### src/rtl/unified_mem_arbiter.sv
// unified_mem_arbiter: shares one single-port synchronous RAM among N requesters.
// Fixed-priority or round-robin selection, one-cycle read return, saturating grant stats.
module unified_mem_arbiter #(
    parameter int ADDR_W  = 11,
    parameter int DATA_W  = 32,
    parameter int N_PORTS = 3,
    parameter int RR_MODE = 0,
    parameter int CNT_W   = 16
) (
    input  logic                        clk,
    input  logic                        rst,
    input  logic [N_PORTS-1:0]          req,
    input  logic [N_PORTS-1:0]          we,
    input  logic [N_PORTS*ADDR_W-1:0]   addr,
    input  logic [N_PORTS*DATA_W-1:0]   wdata,
    output logic [N_PORTS-1:0]          gnt,
    output logic [N_PORTS-1:0]          rvalid,
    output logic [DATA_W-1:0]           rdata,
    output logic [ADDR_W-1:0]           mem_addr,
    output logic [DATA_W-1:0]           mem_wdata,
    output logic                        mem_wren,
    input  logic [DATA_W-1:0]           mem_q,
    input  logic                        clr_stats,
    output logic [N_PORTS*CNT_W-1:0]    grant_cnt
);

    localparam int IDX_W = (N_PORTS > 1) ? $clog2(N_PORTS) : 1;

    logic [IDX_W-1:0]         last;
    logic [IDX_W-1:0]         sel;
    logic                     hit;
    logic [N_PORTS-1:0]       rvalid_q;
    logic [N_PORTS*CNT_W-1:0] cnt_q;

    // Pick the requester closest to the search origin (0 fixed, last+1 round-robin)
    always_comb begin
        int best;
        int d;
        hit  = 1'b0;
        sel  = '0;
        best = N_PORTS;
        d    = 0;
        if (!rst) begin
            for (int i = 0; i < N_PORTS; i++) begin
                if (RR_MODE != 0) begin
                    d = i - int'(last) - 1;
                    if (d < 0) d = d + N_PORTS;
                end else begin
                    d = i;
                end
                if (req[i] && d < best) begin
                    best = d;
                    sel  = IDX_W'(i);
                    hit  = 1'b1;
                end
            end
        end
    end

    // One-hot grant and RAM-side mux; idle bus is driven to zero
    always_comb begin
        gnt       = '0;
        mem_addr  = '0;
        mem_wdata = '0;
        mem_wren  = 1'b0;
        for (int i = 0; i < N_PORTS; i++) begin
            if (hit && sel == IDX_W'(i)) begin
                gnt[i]    = 1'b1;
                mem_addr  = addr[i*ADDR_W +: ADDR_W];
                mem_wdata = wdata[i*DATA_W +: DATA_W];
                mem_wren  = we[i];
            end
        end
    end

    // Track last winner and flag which port owns next cycle's RAM output
    always_ff @(posedge clk) begin
        if (rst) begin
            last     <= '0;
            rvalid_q <= '0;
        end else begin
            rvalid_q <= gnt & ~we;
            if (hit) last <= sel;
        end
    end

    // Reset in the return cycle kills the in-flight read
    assign rvalid = rvalid_q & {N_PORTS{~rst}};
    assign rdata  = mem_q;

    // Saturating per-port grant counters; clear beats a coincident grant
    always_ff @(posedge clk) begin
        if (rst || clr_stats) begin
            cnt_q <= '0;
        end else begin
            for (int i = 0; i < N_PORTS; i++) begin
                if (gnt[i] && cnt_q[i*CNT_W +: CNT_W] != {CNT_W{1'b1}})
                    cnt_q[i*CNT_W +: CNT_W] <= cnt_q[i*CNT_W +: CNT_W] + CNT_W'(1);
            end
        end
    end

    assign grant_cnt = cnt_q;

endmodule

### config.mk
export PLATFORM = sky130hd
export DESIGN_NAME = unified_mem_arbiter
export DESIGN_NICKNAME = d
export VERILOG_FILES = /design/src/rtl/unified_mem_arbiter.sv
export SDC_FILE = /design/constraint.sdc
export NUM_CORES = 1
export LEC_CHECK = 0
export ABC_CLOCK_PERIOD_IN_PS = 4100
export BUFFER_PORTS_ARGS = -buffer_cell sky130_fd_sc_hd__buf_2
export CAP_MARGIN = 30
export CORE_AREA = 2 2 118 120
export DETAILED_ROUTE_END_ITERATION = 8
export DIE_AREA = 0 0 120 122
export GPL_ROUTABILITY_DRIVEN = 1
export PLACE_DENSITY_LB_ADDON = 0.1
export SYNTH_ARGS = -nofsm -noshare
export SYNTH_HDL_FRONTEND = slang
export SYNTH_SLANG_ARGS = --single-unit
### constraint.sdc
create_clock -name clk -period 4.1 [get_ports clk]
set_clock_uncertainty 0.05 [all_clocks]
set_input_delay 0.205 -clock clk [delete_from_list [all_inputs] [get_ports clk]]
set_output_delay 0.205 -clock clk [all_outputs]
set_load 0.005 [all_outputs]
==> impl_metrics.env <==
export IMPL_final_seq_area_sq_um=1020
export IMPL_postRouteWirelength_um=14600
export IMPL_yosys_register_bits=51
export IMPL_grt_pass1_vias=3891
export IMPL_synth_largest_type_area_fraction_pct=29.7
export IMPL_drt_pass1_iter_count=7
export IMPL_synth_cells=440
export IMPL_synth_edff_count=0
export IMPL_syn_avg_cell_area_sq_um=7.82
export IMPL_rr_worst_depth=6
export IMPL_design_final_nets=802
export IMPL_ys_top_cells_by_count="dfxtp_1 (51), inv_1 (47), a222oi_1 (43), buf_4 (32), a21oi_1 (31)"
export IMPL_cts_inserted_buffers=5
export IMPL_synth_yosys_warnings=0
export IMPL_hold_buffers=0
export IMPL_cp_data_required_time_ns=3.85
export IMPL_rr_startpoint="grant_cnt[32]"
export IMPL_cts_tree="done"
export IMPL_worstHoldPathCells=2
export IMPL_grtUsageTotal_pct=18.2
export IMPL_timing_setup_tns_ns=0
export IMPL_port_buffer_count=235
export IMPL_whs_endpoint="rvalid_q[2]"
export IMPL_clk_pin_slew_ns=0.07
export IMPL_initial_utilization_pct=25.5
export IMPL_synth_area_top_cells="dfxtp_1 (30%), a222oi_1 (13%), buf_4 (7.0%)"
export IMPL_crit_type="input pin to output port"
export IMPL_number_of_setup_violations_in_the_final_report=0
export IMPL_detail_route_wirelength_met1_um=6080
export IMPL_dieArea_sq_um=14600
export IMPL_syn_cell_area_sq_um=3440
export IMPL_place_ws_ns=1.68
export IMPL_max_clock_freq_mhz=411
export IMPL_core_sq_um=13500
export IMPL_top_level_ports=300
export IMPL_detailroute_wirelength_met3_um=1490
export IMPL_leakage_nw=2.36
export IMPL_drive_gt1_share_pct=40.6
export IMPL_cts_resized=0
export IMPL_vdd_ir_drop_max_v=0.000156
export IMPL_crit_reg2reg_capture="grant_cnt[45]"
export IMPL_status="finished, final reports clean"
export IMPL_met2_length_um=6770
export IMPL_grt_first_pass_wirelength_um=21000
export IMPL_cts_num_sinks=51
export IMPL_timing_hold_worst_class="input pin to flip-flop"
export IMPL_synthDistinctLibCells=46
export IMPL_power_mw=1.19
export IMPL_synth_nets=613
export IMPL_synth_sequential_area_ratio_pct=29.7
export IMPL_grt_setup_unrepaired="false"
export IMPL_worst_r2r_setup_slack_ns=1.76
export IMPL_worst_hold_startpoint="we[2]"
export IMPL_cts_htree_levels=2
export IMPL_slew_viol_final=0
export IMPL_post_cts_setup_buffer_count=0
export IMPL_synth_top_cell_by_area="dfxtp_1"
export IMPL_postSynth_asyncResetShare_pct=0
export IMPL_power_density_nw_per_um2=252
export IMPL_place_congestion=0.869
export IMPL_cts_max_path_buffers=2
export IMPL_die_outline_width_um=120
export IMPL_postLayoutSetupSlackWorst_ns=1.67
export IMPL_timing_critical_path_from="rst"
export IMPL_synth_top_flop_cell="dfxtp_1"
export IMPL_avgViaCountPerCell=5.40
export IMPL_worstPathMaxFanout=50
export IMPL_fin_crit_ns=2.43
export IMPL_slew_headroom_pct=34.3
export IMPL_residual_drc=0
export IMPL_worst_margin_pin_slew_ns=0.977
export IMPL_report_final_hold_viol_count=0
export IMPL_worstPathArrival_ns=2.18
export IMPL_area_delta_synth_final_pct=37.3
export IMPL_post_synth_top_count_cell="dfxtp_1"
export IMPL_crit_path_start_kind="input pin"
export IMPL_placementRows=43
export IMPL_drv_max_cap_violation_count=0
export IMPL_first_iteration_detailed_routing_drc_count=477
export IMPL_cts_root_buffer="clkbuf_16"
export IMPL_final_routed_wire_length_divided_by_cell_count_um=18.0
export IMPL_die_height_um=122
export IMPL_grt_overflow_total=0
export IMPL_top_signal_layer_used="met5"
export IMPL_fillerInstances=1457
export IMPL_worstSetupEndpointType="output port"
export IMPL_multiInputGateArea_sq_um=1900
export IMPL_hold_worst_slack_ns=0.0557
export IMPL_dp_hpwl_um=11300
export IMPL_clk_insertion_delay_late_ns=0.29
export IMPL_share_of_the_clock_period_used_by_the_worst_path_after_layout_pct=59.3
export IMPL_via_count=4389
export IMPL_number_of_antenna_violations_at_the_first_check_in_global_routing=6
export IMPL_maximum_number_of_pins_on_one_net_before_global_route_repair=51
export IMPL_drt_antenna_violating_nets=0
-- state kept, by name (all words and copies together) (netlist names) --
register,count
rvalid_q,3
grant_cnt,48
-- layout by cell type, fill, tap and decap left out, types with 8 or more instances in the layout --
cell type,netlist,layout
nor3_1,12,12
nor2_1,14,14
o31ai_1,12,12
inv_1,47,47
o21ai_0,15,15
dfxtp_1,51,51
and4_1,8,8
or3_1,15,15
nand2_1,25,25
a222oi_1,43,43
or4_1,15,15
buf_2,1,235
a21oi_1,31,31
nand4_1,13,13
nand3_1,17,17
-- layer usage --
| layer | vias to the layer above | track usage [%] |
|---|---|---|
| li1 | 2083 | - |
| met1 | 2076 | 23.7 |
| met3 | 24 | 5.85 |
| met4 | 4 | 5.66 |
| met2 | 202 | 28.6 |
| met5 | - | 0 |
-- power by group --
| group | internal, mW | switching [mW] |
|---|---|---|
| clock network | 0.304 | 0.193 |
| registers | 0.496 | 0.00134 |
| logic | 0.0982 | 0.0968 |
-- cell type report --
type                       instances  area share (%)
antenna                            3           0.159
clock buffer                       6            2.94
clock inverter                     2           0.741
inverter                          48            3.81
multi-input combinational        282            40.1
sequential                        51            21.6
tap                              180            4.77
timing repair buffer             241            25.8
-- critical path: stages --
cell	delay (ns)
buf_2	0.18
or4b_1	0.72
inv_2	0.11
buf_4	0.43
a221oi_1	0.12
nor2_1	0.23
buf_2	0.17
-- stage by stage --
| step | std cells | utilization, % | cell area [sq um] |
|---|---|---|---|
| final | 813 | 35.0 | 4730 |
| after global routing | 810 | 34.9 | 4720 |
| after CTS | 810 | 34.9 | 4720 |
| after detailed placement | 802 | 33.7 | 4540 |
| after global placement | 802 | 33.7 | 4540 |
| after floorplan | 440 | - | 3440 |
-- how the worst max path moves through the flow --
stage / end / slack [ns]
after global placement: grant_cnt[37] / 1.74
after detailed placement: grant_cnt[37] / 1.68
after global routing: mem_wren / 1.55
final: mem_wren / 1.67
after floorplan: mem_addr[0] / 2.17
after CTS: mem_wren / 1.69
-- kinds of logic after synthesis --
kind of cell	Yosys count	synth area share (%)
AO/OA/AOI/OAI	129	28.5
adder cells (fa/ha/maj)	3	1.09
multiplexers	4	1.16
flip-flops	51	29.7
AND/OR/NAND/NOR	146	24.3
buffers and inverters	107	15.2
Power figures use the tool's default switching activity.
